### src/rtl/immediate_decode_stage.sv
// Immediate decode stage: RV32/RV64 immediate extraction and branch target.
// Decoded entries are held in a one- or two-deep buffer with a valid/ready handshake.
module immediate_decode_stage #(
   parameter int XLEN    = 32,
   parameter bit SKID_EN = 1'b1,
   parameter bit ZIMM_EN = 1'b1
) (
   input  logic            clk,
   input  logic            rst_n,
   input  logic            flush,
   input  logic            in_valid,
   output logic            in_ready,
   input  logic [31:0]     in_inst,
   input  logic [XLEN-1:0] in_pc,
   output logic            out_valid,
   input  logic            out_ready,
   output logic [XLEN-1:0] out_imm,
   output logic [XLEN-1:0] out_target,
   output logic [2:0]      out_fmt,
   output logic            out_illegal
);

   if (XLEN != 32 && XLEN != 64) begin : g_bad_xlen
      $error("XLEN must be 32 or 64");
   end

   typedef enum logic [2:0] {
      FMT_R    = 3'd0,
      FMT_I    = 3'd1,
      FMT_S    = 3'd2,
      FMT_B    = 3'd3,
      FMT_U    = 3'd4,
      FMT_J    = 3'd5,
      FMT_ZIMM = 3'd6,
      FMT_ILL  = 3'd7
   } fmt_e;

   typedef struct packed {
      logic [XLEN-1:0] pc;
      logic [XLEN-1:0] imm;
      fmt_e            fmt;
   } entry_t;

   localparam logic [6:0] OP_R   = 7'b0110011;
   localparam logic [6:0] OP_IMM = 7'b0010011;
   localparam logic [6:0] OP_LD  = 7'b0000011;
   localparam logic [6:0] OP_JLR = 7'b1100111;
   localparam logic [6:0] OP_ST  = 7'b0100011;
   localparam logic [6:0] OP_BR  = 7'b1100011;
   localparam logic [6:0] OP_LUI = 7'b0110111;
   localparam logic [6:0] OP_AUI = 7'b0010111;
   localparam logic [6:0] OP_JAL = 7'b1101111;
   localparam logic [6:0] OP_SYS = 7'b1110011;

   logic signed [31:0] i32;
   logic signed [31:0] s32;
   logic signed [31:0] b32;
   logic signed [31:0] u32;
   logic signed [31:0] j32;
   logic [5:0]         shamt;
   logic [2:0]         funct3;
   logic               is_shift;
   logic [XLEN-1:0]    dec_imm;
   fmt_e               dec_fmt;
   entry_t             dec;

   entry_t     e0;
   entry_t     e1;
   entry_t     n_e0;
   entry_t     n_e1;
   logic [1:0] cnt;
   logic [1:0] n_cnt;
   logic       rdy_q;
   logic       push;
   logic       pop;

   assign funct3   = in_inst[14:12];
   assign is_shift = (funct3 == 3'b001) || (funct3 == 3'b101);
   assign shamt    = (XLEN == 64) ? in_inst[25:20]
                                  : {1'b0, in_inst[24:20]};

   assign i32 = {{20{in_inst[31]}}, in_inst[31:20]};
   assign s32 = {{20{in_inst[31]}}, in_inst[31:25], in_inst[11:7]};
   assign b32 = {{19{in_inst[31]}}, in_inst[31], in_inst[7],
                 in_inst[30:25], in_inst[11:8], 1'b0};
   assign u32 = {in_inst[31:12], 12'b0};
   assign j32 = {{11{in_inst[31]}}, in_inst[31], in_inst[19:12],
                 in_inst[20], in_inst[30:21], 1'b0};

   // Opcode decode into format code and XLEN-wide immediate.
   always_comb begin
      dec_imm = '0;
      dec_fmt = FMT_ILL;
      if (in_inst[1:0] == 2'b11) begin
         unique case (in_inst[6:0])
            OP_R: dec_fmt = FMT_R;
            OP_IMM: begin
               if (!is_shift) begin
                  dec_fmt = FMT_I;
                  dec_imm = XLEN'(i32);
               end else if (XLEN == 32 && in_inst[25]) begin
                  dec_fmt = FMT_ILL;
               end else begin
                  dec_fmt = FMT_I;
                  dec_imm = {{(XLEN-6){1'b0}}, shamt};
               end
            end
            OP_LD, OP_JLR: begin
               dec_fmt = FMT_I;
               dec_imm = XLEN'(i32);
            end
            OP_ST: begin
               dec_fmt = FMT_S;
               dec_imm = XLEN'(s32);
            end
            OP_BR: begin
               dec_fmt = FMT_B;
               dec_imm = XLEN'(b32);
            end
            OP_LUI, OP_AUI: begin
               dec_fmt = FMT_U;
               dec_imm = XLEN'(u32);
            end
            OP_JAL: begin
               dec_fmt = FMT_J;
               dec_imm = XLEN'(j32);
            end
            OP_SYS: begin
               if (ZIMM_EN && in_inst[14]) begin
                  dec_fmt = FMT_ZIMM;
                  dec_imm = {{(XLEN-5){1'b0}}, in_inst[19:15]};
               end else begin
                  dec_fmt = FMT_I;
                  dec_imm = XLEN'(i32);
               end
            end
            default: begin
               dec_fmt = FMT_ILL;
               dec_imm = '0;
            end
         endcase
      end
   end

   assign dec.pc  = in_pc;
   assign dec.imm = dec_imm;
   assign dec.fmt = dec_fmt;

   assign out_valid = (cnt != 2'd0);
   assign in_ready  = SKID_EN ? rdy_q
                              : (rdy_q && (!out_valid || out_ready));
   assign push      = in_valid && in_ready && !flush;
   assign pop       = out_valid && out_ready && !flush;

   // Buffer next-state: head always presents, tail queues behind it.
   always_comb begin
      n_e0  = e0;
      n_e1  = e1;
      n_cnt = cnt;
      if (flush) begin
         n_cnt = 2'd0;
      end else begin
         unique case (cnt)
            2'd0: begin
               if (push) begin
                  n_e0  = dec;
                  n_cnt = 2'd1;
               end
            end
            2'd1: begin
               if (push && pop) begin
                  n_e0 = dec;
               end else if (push) begin
                  n_e1  = dec;
                  n_cnt = 2'd2;
               end else if (pop) begin
                  n_cnt = 2'd0;
               end
            end
            default: begin
               if (pop) begin
                  n_e0 = e1;
                  if (push) begin
                     n_e1 = dec;
                  end else begin
                     n_cnt = 2'd1;
                  end
               end
            end
         endcase
      end
   end

   // State registers; reset clears every entry so outputs read zero.
   always_ff @(posedge clk or negedge rst_n) begin
      if (!rst_n) begin
         e0    <= '0;
         e1    <= '0;
         cnt   <= 2'd0;
         rdy_q <= 1'b0;
      end else begin
         e0    <= n_e0;
         e1    <= n_e1;
         cnt   <= n_cnt;
         rdy_q <= SKID_EN ? (n_cnt != 2'd2) : 1'b1;
      end
   end

   assign out_imm     = e0.imm;
   assign out_target  = e0.pc + e0.imm;
   assign out_fmt     = e0.fmt;
   assign out_illegal = (e0.fmt == FMT_ILL);

endmodule

### config.mk
export PLATFORM = sky130hd
export DESIGN_NAME = immediate_decode_stage
export DESIGN_NICKNAME = d
export VERILOG_FILES = /design/src/rtl/immediate_decode_stage.sv
export SDC_FILE = /design/constraint.sdc
export NUM_CORES = 1
export LEC_CHECK = 0
export BUFFER_PORTS_ARGS = -buffer_cell sky130_fd_sc_hd__buf_2
export CORE_MARGIN = 1.5
export CORE_UTILIZATION = 45
export CTS_CLUSTER_SIZE = 25
export DETAILED_ROUTE_END_ITERATION = 10
export GPL_TIMING_DRIVEN = 0
export PLACE_DENSITY = 0.69
export SYNTH_ARGS = -nofsm -noshare
export SYNTH_HDL_FRONTEND = slang
export SYNTH_SLANG_ARGS = --single-unit
### constraint.sdc
create_clock -name clk -period 2.8 [get_ports clk]
set_clock_uncertainty 0.1 [all_clocks]
set_input_delay 0.7 -clock clk [delete_from_list [all_inputs] [get_ports clk]]
set_output_delay 0.7 -clock clk [all_outputs]
set_load 0.02 [all_outputs]
# After elaboration in Yosys (flattened, before gate mapping)
# Index checks and enable logic that the tools add are counted.
# totals
ff_bits	137
inputBits	69
elab_cells	71
# op_classes
add_sub_neg	1
eq_ne	19
muxes	26
bitwise	2
reduce_logical	15
# ops
cell	n
$mux W67	6
$pmux W67 S2	2
$pmux W32 S7	1
$mux W32	3
$add A32 B32 Y32	1
$eq A7 B7 Y1 const B	4
$pmux W3 S8	1
$eq A7 B6 Y1 const B	3
$eq A7 B5 Y1 const B	2
$mux W2	7
$mux W3	4
$ne A2 B2 Y1 const B	4
$reduce_and A4 Y1	2
$eq A7 B2 Y1 const B	1
$eq A3 B3 Y1 const B	2
$logic_and A1 B1 Y1	5
$mux W5	1
$pmux W2 S2	1
$reduce_bool A2 Y1	2
$reduce_or A2 Y1	2
$eq A3 B1 Y1 const B	1
$reduce_bool A3 Y1	1
$eq A2 B1 Y1 const B	1
$eq A2 B2 Y1 const B	1
4 further kinds	5

# Depth between registers and ports, before layout
# Gate-level depths: netlist (run 1).
# logic_depth
ltp_word	9
ltp_mapped	9

# Worst setup path after synthesis (run 1)
# OpenSTA, ideal clock, no wires.
# synth_path
path_type	reg-to-output
from	register e0, in the netlist out_imm[1]
to	output out_target[29]
t_arrival_ns	2.395
setup_slack_ns	-0.395
path_stages_with_launch	8
n_path_buf	0
cell_sequence	dfrtp_1 > ha_1 > a211oi_1 > o311ai_1 > and2_1 > a211o_1 > a21o_1 > a311oi_1
# synth_between
elab_chain_cells	1
# synth_rtl
element	line_no	text
start, declared	67	entry_t e0;
start signal, assigned	202	e0 <= n_e0;
$add A32 B32 Y32	210	assign out_target = e0.pc + e0.imm;
end, declared	18	output logic [XLEN-1:0] out_target,
# Every way passes these cells.

# Worst setup path after layout (run 1)
# layout_path
from	register e0, in the netlist out_imm[14]
to	output out_target[29]
# The elaborated chain is that of the path after synthesis.

==> results of run 1 <==
## power by group
part           internal, uW  total [uW]  switching (uW)
clock network          1250        2190             946
registers              2360        2660             294
logic                  1450        3310            1860
total                  5060        8160            3100
## kinds of logic after synthesis
kind of cell,share of synthesized area [%]
buf+inv,6.28
xor+xnor,3.26
flops,42.5
simple gates,17.9
mux,5.65
fa+ha+maj,5.06
compound gates,19.3
## timing repair
| item | 4_1_cts | 5_1_grt |
|---|---|---|
| buffers inserted | 17 | 19 |
| gates cloned | 0 | 0 |
| pin swaps | 35 | 42 |
| gates resized for setup | 106 | 71 |
| endpoints found under the setup margin | 28 | 28 |
## cell type report
cell class	instances	area, sq um	area share [%]
Inverter	10	37.5	0.347
Clock buffer	18	429	3.96
Tap cell	225	282	2.60
Timing Repair Buffer	174	1120	10.3
Clock inverter	14	140	1.29
Sequential cell	137	3440	31.7
Multi-Input combinational cell	703	4930	45.5
Buffer	78	459	4.24
## Yosys cell counts, types with 3 or more instances
cell type  number  share of area [%]
nand2_1       230                 11
dfrtp_1       137                 43
o21ai_0       106                6.6
a21oi_1        76                4.7
buf_4          37                3.4
nor2_1         33                1.5
mux2i_1        32                4.0
ha_1           31                4.8
clkbuf_1       29                1.3
xnor2_1        15                1.6
xor2_1         15                1.6
o21a_1         13                1.2
mux2_2         12                1.7
buf_2          11               0.68
or3_1          11               0.85
inv_1           9               0.42
o211ai_1        9               0.84
o21ai_1         9               0.56
a31oi_1         8               0.62
nand3_1         8               0.50
nor3_1          8               0.50
a211oi_1        7               0.65
and3_1          7               0.54
a21o_1          6               0.56
nand2b_1        6               0.47
nand4_1         6               0.47
nor2b_1         6               0.47
a222oi_1        5               0.62
a211o_1         3               0.33
a22oi_1         3               0.28
and2_1          3               0.23
o21bai_1        3               0.28
## critical path: cells and delay by family, from the launching register on
family / cells / cell delay (ns)
AOI/OAI and AO/OA: 4 / 0.92
adders and majority gates: 1 / 0.37
buffers and inverters: 1 / 0.15
DFF: 1 / 0.45
and+or+nand+nor: 3 / 0.40
## registers in the layout (all words and copies together), names as in the netlist
register,flops
e1,67
e0,32
out_imm,32
out_fmt,3
cnt,2
in_ready,1
## through the flow
step / setup TNS (ns) / hold WS, ns / total power (uW) / area, sq um
floorplan: -0.167 / 0.304 / 4410 / 8200
global placement: -146.55 / 0.355 / 5170 / 9170
detailed placement: -7.24 / 0.361 / 5210 / 9210
CTS: -13.56 / 0.110 / 7790 / 10400
global route: -16.91 / 0.122 / 8560 / 10800
finish: -14.84 / 0.102 / 8160 / 10800
## worst max path at each step
stage / startpoint / endpoint / slack (ns) / depth (start not counted)
after floorplan: out_imm[2] / out_target[29] / -0.13 / 8
after global placement: rst_n / e1[43] / -1.03 / 1
after detailed placement: out_imm[3] / out_target[29] / -0.66 / 9
after CTS: out_imm[1] / out_target[29] / -0.72 / 8
after global routing: out_imm[4] / out_target[27] / -0.79 / 9
final: out_imm[14] / out_target[29] / -0.72 / 9
## routing by layer
metal | share of wire (%) | vias to the layer above | routed length (um)
li1 | - | 3596 | -
met1 | 42 | 3746 | 10800
met2 | 49 | 358 | 12600
met3 | 6.6 | 59 | 1700
met4 | 2.9 | 0 | 750
met5 | 0 | - | 0
==> out/summary.json, run 1 <==
{
  "status": "finished with violations",
  "failed_checks": "setup timing",
  "clock_path_buffers": 2,
  "diodes": 0,
  "grt_max_degree": 94,
  "route.detailed.drc": 0,
  "unrepaired_setup_endpoints_after_global_routing": "yes",
  "detailedPlace.worstSlack_ns": -0.659,
  "wl_per_instance_um": 19.0,
  "fin_crit_sh_pct": 126,
  "asyncSetResetFlopFracSynth_pct": 100,
  "timing_max_transition_violations_final": 0,
  "synth.net_count": 1031,
  "clock_insertion_delay_worst_skew_ns": 0.42,
  "die_w_um": 137,
  "grtUsageMet3_pct": 4.48,
  "vias": 7759,
  "m1_gr_usage_pct": 35.3,
  "dpl.hpwl_mm": 17.4,
  "track_usage_pct": 26.6,
  "maxSlewHeadroom_pct": 36.2,
  "setup.worst_path.class": "flop to output pin",
  "min_period_ns": 3.52,
  "r2r-end": "e1[2]",
  "finalHoldViolations": 0,
  "grt_pass1_vias": 7249,
  "timing.critical_path.slowest_cell_delay_ns": 0.45,
  "syn_to_final_growth_pct": 34.3,
  "drt_pass1_iterations": 7,
  "worstPathArrival_ns": 2.72,
  "initial_core_util_pct": 46.3,
  "route.final.wire_length_mm": 25.8,
  "static-leakage-power_uw": 0.00497,
  "mostFrequentLayoutCell": "nand2_1",
  "synth_edf_count": 0,
  "worstHoldPathType": "input port to asynchronous set/reset pin",
  "route.detailed.vias_per_inst": 5.71,
  "synth-warning-count": 0,
  "detail-route-antenna-nets": 0,
  "drt_iter0_drc": 626,
  "most-common-layout-cells": "220 x nand2_1, 130 x dfrtp_1, 119 x buf_2",
  "gr-total-overflow": 0,
  "timing.reg2reg.setup_slack_ns": 0.14,
  "timing.fmax_mhz": 284,
  "postLayoutSetupSlackWorst_ns": -0.721,
  "synth.ff_latch_count": 137,
  "instances_no_fill": 1359,
  "cp_slowest_cell": "dfrtp_1",
  "synth_sequential_area_ratio_pct": 42.5,
  "finish.net_count": 1222,
  "post_synth_inst_count": 930,
  "cts_sinks": 137,
  "syn-mean-instance-area_sq_um": 8.67,
  "worst_r2r_path_depth": 6,
  "global_route.peak_usage_layer": "met2",
  "critPathMaxFanout": 6,
  "synthesis.area_sq_um": 8060,
  "max-cap-violations": 0,
  "timing.critical_path.cells": "ha_4, nand2_4, o21a_1, o21ai_2, and4_1, a21o_4, nor3_4, a311oi_4, buf_6",
  "io_pins": 139,
  "tritoncts.num_buffers": 17,
  "n_fill_cell": 1421,
  "final_core_utilization_pct": 62.2,
  "tightest_slew_ns": 0.956,
  "p_per_area_nw_per_um2": 754,
  "yosys_most_used_dff": "dfrtp_1",
  "post_route_cells_drive_above_1_share_pct": 34.3,
  "clk_root_buffer_cell": "clkbuf_16",
  "peakVddDrop_uv": 493,
  "cts-htree-levels": 4,
  "cp-start-kind": "flop",
  "worstPathRequired_ns": 2.00,
  "fp.coreArea_sq_um": 17400,
  "gp_routability_congestion": 0.994,
  "path_clk_slew_ns": 0.06,
  "post_cts_hold_buffer_count": 0,
  "grtUsageMet2_pct": 44.0,
  "tritoncts": "built",
  "synth.lib_cells_used.distinct": 61,
  "grt_antenna_before_repair": 0,
  "worst_setup_path_end_kind": "output pin",
  "place_inst": 1294,
  "portBuffers": 138,
  "floorplan.die_area_sq_um": 18700,
  "setup_violations": 28,
  "rows": 48,
  "first_pass_grt_wire_length_mm": 37.9,
  "chipHeight_um": 137,
  "timing.rr.start": "cnt[0]"
}
Power figures use the tool's default switching activity.
==> run 2, diff against run 1 <==
--- a/config.mk
+++ b/config.mk
@@ -11,7 +11,7 @@
 export CTS_CLUSTER_SIZE = 25
 export DETAILED_ROUTE_END_ITERATION = 10
 export GPL_TIMING_DRIVEN = 0
-export PLACE_DENSITY = 0.69
+export PLACE_DENSITY_LB_ADDON = 0.12
 export SYNTH_ARGS = -nofsm -noshare
 export SYNTH_HDL_FRONTEND = slang
 export SYNTH_SLANG_ARGS = --single-unit
==> run 2 against run 1 <==
  * The flow still finishes with violations (setup timing)
  * Sequential share of layout area down 0.28 points
  * Clock power up 9%
  * Non-clock buffer count down 2
  * Core utilization up 0.63 points
  * Via count down 3.3%
  * Combinational power about the same
  * Final area up 1.0%
  * Global-route usage up 0.60 points
  * Sequential power about the same
  * Routed wire length down 2.9%
  * Critical path type unchanged
==> out/summary.json, run 2 (synthesis gave the netlist of run 1 again) <==
{
  "status": "finished with violations",
  "failed_checks": "setup timing",
  "route.detailed.vias_per_inst": {"value": 5.53, "change": "-3.1%"},
  "final_core_utilization": {"value": 62.8, "unit": "%", "change": "+0.63 points"},
  "power.combinational.fraction": {"value": 39.6, "unit": "%", "change": "-1.0 points"},
  "timing.rr.start": "cnt[0]",
  "instances_no_fill": {"value": 1357, "change": "-0.15%"},
  "worstHoldPathType": "input port to asynchronous set/reset pin",
  "grtUsageMet3": {"value": 5.19, "unit": "%", "change": "+0.70 points"},
  "worstPathRequired": {"value": 2.00, "unit": "ns", "change": "about the same"},
  "cts-htree-levels": {"value": 4, "change": "unchanged"},
  "min_period": {"value": 3.45, "unit": "ns", "change": "-0.0667 ns"},
  "detailedPlace.worstSlack": {"value": -0.635, "unit": "ns", "change": "+0.0241 ns"},
  "max-cap-violations": {"value": 0, "change": "unchanged"},
  "post_cts_hold_buffer_count": {"value": 0, "change": "unchanged"},
  "place_inst": {"value": 1294, "change": "unchanged"},
  "fp.coreArea": {"value": 17400, "unit": "sq um", "change": "unchanged"},
  "hold-worst-slack": {"value": 0.0924, "unit": "ns", "change": "-0.00952 ns"},
  "rows": {"value": 48, "change": "unchanged"},
  "unrepaired_setup_endpoints_after_global_routing": "yes",
  "grt_antenna_before_repair": {"value": 0, "change": "unchanged"},
  "post_route_cells_drive_above_1_share": {"value": 34.6, "unit": "%", "change": "+0.33 points"},
  "postLayoutSetupSlackWorst": {"value": -0.655, "unit": "ns", "change": "+0.0667 ns"},
  "syn_to_final_growth_pct": 35.6,
  "largest_register_ffs": {"value": 67, "change": "unchanged"},
  "drt_pass1_iterations": {"value": 5, "change": "-2"},
  "static-leakage-power": {"value": 0.00498, "unit": "uW", "change": "+0.19%"},
  "first_pass_grt_wire_length": {"value": 38.2, "unit": "mm", "change": "+1.0%"},
  "die_w": {"value": 137, "unit": "um", "change": "unchanged"},
  "most-common-layout-cells": "221 x nand2_1, 127 x dfrtp_1, 119 x buf_2",
  "io_pins": {"value": 139, "change": "unchanged"},
  "route.final.wire_length": {"value": 25.0, "unit": "mm", "change": "-2.9%"},
  "share_seq_of_total_power": {"value": 31.9, "unit": "%", "change": "-0.7 points"},
  "tritoncts": "built",
  "timing.fmax": {"value": 289, "unit": "MHz", "change": "+1.9%"},
  "critPathMaxFanout": {"value": 3, "change": "-3"},
  "chipHeight": {"value": 137, "unit": "um", "change": "unchanged"},
  "clock_insertion_delay_worst_skew": {"value": 0.42, "unit": "ns", "change": "about the same"},
  "m1_gr_usage": {"value": 36.7, "unit": "%", "change": "+1.4 points"},
  "mostFrequentLayoutCell": "nand2_1",
  "clock_path_buffers": {"value": 2, "change": "unchanged"},
  "worstPathArrival": {"value": 2.65, "unit": "ns", "change": "-0.07 ns"},
  "grt_max_degree": {"value": 96, "change": "+2.1%"},
  "drt_iter0_drc": {"value": 570, "change": "-8.9%"},
  "grtUsageMet2": {"value": 45.3, "unit": "%", "change": "+1.3 points"},
  "worst_r2r_path_depth": {"value": 6, "change": "unchanged"},
  "vias": {"value": 7505, "change": "-3.3%"},
  "dpl.hpwl": {"value": 17.6, "unit": "mm", "change": "+1.4%"},
  "cp-start-kind": "flop",
  "initial_core_util": {"value": 46.3, "unit": "%", "change": "unchanged"},
  "timing.reg2reg.setup_slack": {"value": 0.24, "unit": "ns", "change": "+0.10 ns"},
  "route.detailed.drc": {"value": 0, "change": "unchanged"},
  "maxSlewHeadroom": {"value": 39.0, "unit": "%", "change": "+2.8 points"},
  "grt_pass1_vias": {"value": 7157, "change": "-1.3%"},
  "worst_setup_path_end_kind": "output pin",
  "swShare": {"value": 36.8, "unit": "%", "change": "-1.2 points"},
  "setup.worst_path.class": "flop to output pin",
  "peakVddDrop": {"value": 548, "unit": "uV", "change": "+11%"},
  "fin_crit_sh": {"value": 123, "unit": "%", "change": "-2.4 points"},
  "floorplan.die_area": {"value": 18700, "unit": "sq um", "change": "unchanged"},
  "largest_register": "e1",
  "path_clk_slew": {"value": 0.07, "unit": "ns", "change": "about the same"},
  "p_sw": {"value": 3070, "unit": "uW", "change": "-0.87%"},
  "track_usage": {"value": 27.2, "unit": "%", "change": "+0.60 points"},
  "internal_power": {"value": 5280, "unit": "uW", "change": "+4.2%"},
  "multiInputGateArea": {"value": 5010, "unit": "sq um", "change": "+1.8%"},
  "layout.area.seq": {"value": 3440, "unit": "sq um", "change": "+0.11%"},
  "setup_violations": {"value": 28, "change": "unchanged"},
  "detail-route-antenna-nets": {"value": 0, "change": "unchanged"},
  "finalHoldViolations": {"value": 0, "change": "unchanged"},
  "pwr-share-clk": {"value": 28.6, "unit": "%", "change": "+1.7 points"},
  "diodes": {"value": 0, "change": "unchanged"},
  "wl_per_instance": {"value": 18.5, "unit": "um", "change": "-2.8%"},
  "global_route.peak_usage_layer": "met2",
  "gp_routability_congestion": {"value": 0.942, "change": "-5.2%"},
  "gr-total-overflow": {"value": 0, "change": "unchanged"},
  "p_per_area": {"value": 763, "unit": "nW/um^2", "change": "+1.3%"},
  "n_fill_cell": {"value": 1484, "change": "+4.4%"},
  "tritoncts.num_buffers": {"value": 17, "change": "unchanged"},
  "clk_root_buffer_cell": "clkbuf_16",
  "portBuffers": {"value": 138, "change": "unchanged"},
  "cts_sinks": {"value": 137, "change": "unchanged"},
  "timing_max_transition_violations_final": {"value": 0, "change": "unchanged"},
  "r2r-end": "e1[1]",
  "finish.net_count": {"value": 1220, "change": "-0.16%"},
  "tightest_slew": {"value": 0.915, "unit": "ns", "change": "-0.0414 ns"}
}
==> run 2: changes by cell type in the layout (fill, tap and decap cells not counted), moves of 3 or more <==
cell | previous run | this run
buf_6 | 19 | 13
nor2_2 | 6 | 1
buf_4 | 84 | 88
dfrtp_1 | 130 | 127
dfrtp_2 | 7 | 10
ha_1 | 12 | 9
ha_4 | 17 | 20
nor2_1 | 26 | 29
==> run 2: what timing repair did <==
action                                  4_1_cts  5_1_grt
endpoints found under the setup margin       28       35
endpoints found under the hold margin         0        0
pin swaps                                    47       42
buffers inserted                             22       11
resized for setup                           121       64
==> run 2: power groups by stage <==
stage                     clock (uW)  combinational, uW  sequential, uW
after global routing            2520               3550            2710
after CTS                       2420               3000            2640
after global placement             0               2540            2640
after floorplan                    0               1850            2560
after detailed placement           0               2560            2650
final                           2380               3300            2660
==> run 2: stage by stage <==
| stage | TNS (ns) | instance area, sq um | power [uW] |
|---|---|---|---|
| final | -13.31 | 10900 | 8350 |
| after global routing | -15.45 | 10900 | 8780 |
| after CTS | -13.24 | 10500 | 8060 |
| after detailed placement | -7.69 | 9210 | 5210 |
| after global placement | -155.03 | 9170 | 5180 |
| after floorplan | -0.167 | 8200 | 4410 |
==> run 2: critical path: stages, from the launching register on <==
cell and delay [ns]:
dfrtp_2 0.44, buf_6 0.14, fa_2 0.42, a21oi_4 0.17, o21ai_2 0.11, nand3_4 0.10
a31oi_4 0.14, a31oi_4 0.29, a21oi_2 0.11, xor2_2 0.16, buf_6 0.14
==> run 2: how the worst max path moves through the flow <==
stage | start | to | slack (ns) | cells after the start
after floorplan | out_imm[2] | out_target[29] | -0.13 | 8
after detailed placement | out_imm[2] | out_target[29] | -0.63 | 9
after global placement | rst_n | e1[43] | -1.09 | 1
after global routing | e0[35] | out_target[26] | -0.77 | 10
final | out_imm[1] | out_target[26] | -0.65 | 10
after CTS | e0[36] | out_target[29] | -0.73 | 8
==> run 2: per-layer routing <==
| layer | vias up | wire, um |
|---|---|---|
| met5 | - | 0 |
| met4 | 0 | 369 |
| met3 | 36 | 1520 |
| met2 | 257 | 12400 |
| met1 | 3616 | 10800 |
| li1 | 3596 | - |
==> run 2: final cells by class <==
type / instances / share of cell area (%)
repair buffers: 172 / 9.87
clock buffers: 18 / 4.02
multi-input cells: 703 / 45.8
flip-flops and latches: 137 / 31.5
clock inverters: 14 / 1.70
inverters: 10 / 0.343
plain buffers: 78 / 4.20
well taps: 225 / 2.57
==> run 3, diff against run 2 <==
==> constraint.sdc (replaced) <==
create_clock -name clk -period 2.8 [get_ports clk]
set_clock_uncertainty 0.1 [all_clocks]
set_input_delay 0.56 -clock clk [delete_from_list [all_inputs] [get_ports clk]]
set_output_delay 0.56 -clock clk [all_outputs]
set_load 0.02 [all_outputs]
==> run 3 against run 2 <==
  * The run still ends with setup timing left
  * Non-clock buffer count increased by 3
  * Clock power increased by 2%
  * Cell count increased by 0.22%
  * Core utilization decreased by 0.51 points
  * Worst setup slack improved by 0.043 ns
  * Total power about the same
  * Global-route usage decreased by 0.22 points
  * Sequential share of layout area increased by 0.21 points
  * Routed wire length increased by 0.50%
  * Hold slack improved by 0.14 ns
  * Maximum frequency increased by 1.2%
  * Combinational power decreased by 2%
  * Highest routed layer unchanged
==> out/summary.json, run 3 (synthesis gave the netlist of run 1 again) <==
{
  "io_pins": {"value": 139, "change": "unchanged"},
  "gr-total-overflow": {"value": 0, "change": "unchanged"},
  "rows": {"value": 48, "change": "unchanged"},
  "setup.worst_path.class": "flop to output pin",
  "hold-worst-slack": {"value": 0.237, "unit": "ns", "change": "+0.145 ns"},
  "worst_setup_path_end_kind": "output pin",
  "status": "finished with violations",
  "unrepaired_setup_endpoints_after_global_routing": "yes",
  "syn_to_final_growth_pct": 34.5,
  "most-common-layout-cells": "221 x nand2_1, 131 x dfrtp_1, 121 x buf_2",
  "detail-route-antenna-nets": {"value": 0, "change": "unchanged"},
  "place_inst": {"value": 1294, "change": "unchanged"},
  "grt_antenna_before_repair": {"value": 0, "change": "unchanged"},
  "timing_max_transition_violations_final": {"value": 0, "change": "unchanged"},
  "largest_register": "e1",
  "drt_pass1_iterations": {"value": 5, "change": "unchanged"},
  "clk_root_buffer_cell": "clkbuf_16",
  "portBuffers": {"value": 138, "change": "unchanged"},
  "tritoncts.num_buffers": {"value": 17, "change": "unchanged"},
  "worstPathArrival": {"value": 2.75, "unit": "ns", "change": "+0.10 ns"},
  "timing.fmax": {"value": 293, "unit": "MHz", "change": "+1.2%"},
  "dpl.hpwl": {"value": 17.6, "unit": "mm", "change": "+0.12%"},
  "min_period": {"value": 3.41, "unit": "ns", "change": "-0.0425 ns"},
  "vias": {"value": 7602, "change": "+1.3%"},
  "fp.coreArea": {"value": 17400, "unit": "sq um", "change": "unchanged"},
  "path_clk_slew": {"value": 0.06, "unit": "ns", "change": "about the same"},
  "timing.critical_path.slowest_cell_delay": {"value": 0.42, "unit": "ns", "change": "-0.02 ns"},
  "setup_violations": {"value": 26, "change": "-7.1%"},
  "route.detailed.drc": {"value": 0, "change": "unchanged"},
  "initial_core_util": {"value": 46.3, "unit": "%", "change": "unchanged"},
  "worstPathRequired": {"value": 2.14, "unit": "ns", "change": "+0.14 ns"},
  "cts_sinks": {"value": 137, "change": "unchanged"},
  "finish.net_count": {"value": 1223, "change": "+0.25%"},
  "wl_per_instance": {"value": 18.5, "unit": "um", "change": "+0.27%"},
  "diodes": {"value": 0, "change": "unchanged"},
  "postLayoutSetupSlackWorst": {"value": -0.612, "unit": "ns", "change": "+0.0425 ns"},
  "cp-start-kind": "flop",
  "route.final.wire_length": {"value": 25.2, "unit": "mm", "change": "+0.50%"},
  "clock_path_buffers": {"value": 2, "change": "unchanged"},
  "cts-htree-levels": {"value": 4, "change": "unchanged"},
  "floorplan.die_area": {"value": 18700, "unit": "sq um", "change": "unchanged"},
  "failed_checks": "setup timing",
  "chipHeight": {"value": 137, "unit": "um", "change": "unchanged"},
  "instances_no_fill": {"value": 1360, "change": "+0.22%"},
  "worstHoldPathType": "input port to flop",
  "track_usage": {"value": 27.0, "unit": "%", "change": "-0.22 points"},
  "p_per_area": {"value": 769, "unit": "nW/um^2", "change": "+0.77%"},
  "first_pass_grt_wire_length": {"value": 38.5, "unit": "mm", "change": "+0.56%"},
  "tritoncts": "built",
  "largest_register_ffs": {"value": 67, "change": "unchanged"},
  "gp_routability_congestion": {"value": 0.870, "change": "-7.6%"},
  "critPathMaxFanout": {"value": 7, "change": "+4"},
  "critical-path-top-cell-by-count": "buf_4",
  "timing.critical_path.cells": "ha_1, buf_4, nand4_1, nor3_2, and3_4, and4bb_2, nand3_1, a21oi_2, xnor2_2, buf_4",
  "grt_max_degree": {"value": 99, "change": "+3.1%"},
  "post_route_cells_drive_above_1_share": {"value": 34.0, "unit": "%", "change": "-0.62 points"},
  "die_w": {"value": 137, "unit": "um", "change": "unchanged"},
  "maxSlewHeadroom": {"value": 31.9, "unit": "%", "change": "-7.1 points"},
  "clock_insertion_delay_worst_skew": {"value": 0.43, "unit": "ns", "change": "about the same"},
  "peakVddDrop": {"value": 500, "unit": "uV", "change": "-8.6%"},
  "grt_pass1_vias": {"value": 7180, "change": "+0.32%"},
  "total_power": {"value": 8340, "unit": "uW", "change": "about the same"},
  "n_fill_cell": {"value": 1519, "change": "+2.4%"},
  "fin_crit_sh": {"value": 122, "unit": "%", "change": "-1.5 points"},
  "static-leakage-power": {"value": 0.00498, "unit": "uW", "change": "about the same"},
  "finalHoldViolations": {"value": 0, "change": "unchanged"},
  "drt_iter0_drc": {"value": 613, "change": "+7.5%"},
  "route.detailed.vias_per_inst": {"value": 5.59, "change": "+1.1%"},
  "tightest_slew": {"value": 1.02, "unit": "ns", "change": "+0.106 ns"},
  "cp_slowest_cell": "dfrtp_1",
  "max-cap-violations": {"value": 0, "change": "unchanged"},
  "mostFrequentLayoutCell": "nand2_1"
}
==> run 3: worst paths after layout <==
| check | startpoint | end | slack [ns] | cells after the start |
|---|---|---|---|---|
| max | out_imm[13] | out_target[31] | -0.61 | 10 |
| max in group asynchronous | rst_n | out_imm[16] | 1.27 | 3 |
| max reg2reg | cnt[1] | out_imm[17] | 0.27 | 6 |
| min reg2reg | e1[59] | e1[59] | 0.37 | 2 |
| min in group asynchronous | rst_n | e0[38] | 0.51 | 2 |
| min | in_pc[24] | e1[59] | 0.24 | 3 |
==> run 3: routing by layer <==
layer / global-route usage [%] / share of wire (%)
met5: 0 / 0
met4: 8.07 / 2.0
met3: 5.26 / 5.7
met2: 43.4 / 48
met1: 37.0 / 44
==> run 3: final cells by class <==
| class | instances | area (sq um) | share of cell area, % |
|---|---|---|---|
| multi-input cells | 703 | 4890 | 45.1 |
| flip-flops and latches | 137 | 3440 | 31.7 |
| repair buffers | 173 | 1090 | 10.0 |
| plain buffers | 80 | 478 | 4.41 |
| clock buffers | 19 | 443 | 4.08 |
| well taps | 225 | 282 | 2.59 |
| clock inverters | 13 | 193 | 1.78 |
| inverters | 10 | 37.5 | 0.346 |
==> run 3: critical path, delay by kind of cell (launching register included) <==
| kind | cells | cell delay (ns) |
|---|---|---|
| flops | 1 | 0.42 |
| compound gates | 1 | 0.21 |
| simple gates | 5 | 0.89 |
| xor+xnor | 1 | 0.15 |
| buf+inv | 2 | 0.35 |
| fa+ha+maj | 1 | 0.31 |
==> run 3: what timing repair did <==
item	in CTS	in global routing
pin swaps	36	49
cloned	0	0
buffers inserted	18	18
gates resized for setup	85	99
hold buffers	1	0
endpoints found under the setup margin	26	27
endpoints found under the hold margin	39	0
==> run 3: where the power goes <==
group | leakage, uW | internal [uW] | switching (uW)
Combinational | 0.00293 | 1420 | 1830
Clock | 0.000305 | 1520 | 911
Sequential | 0.00174 | 2370 | 292
Total | 0.00498 | 5310 | 3030
==> run 3: per-stage QoR <==
step | instance area [sq um] | worst slack [ns] | utilization, % | TNS (ns)
final | 10800 | -0.612 | 62.3 | -10.65
after floorplan | 8110 | -0.0504 | - | -0.0932
after CTS | 10300 | -0.657 | 59.0 | -11.30
after global routing | 10800 | -0.718 | 62.3 | -12.86
after global placement | 9080 | -0.924 | 52.1 | -131.67
after detailed placement | 9120 | -0.640 | 52.3 | -6.79
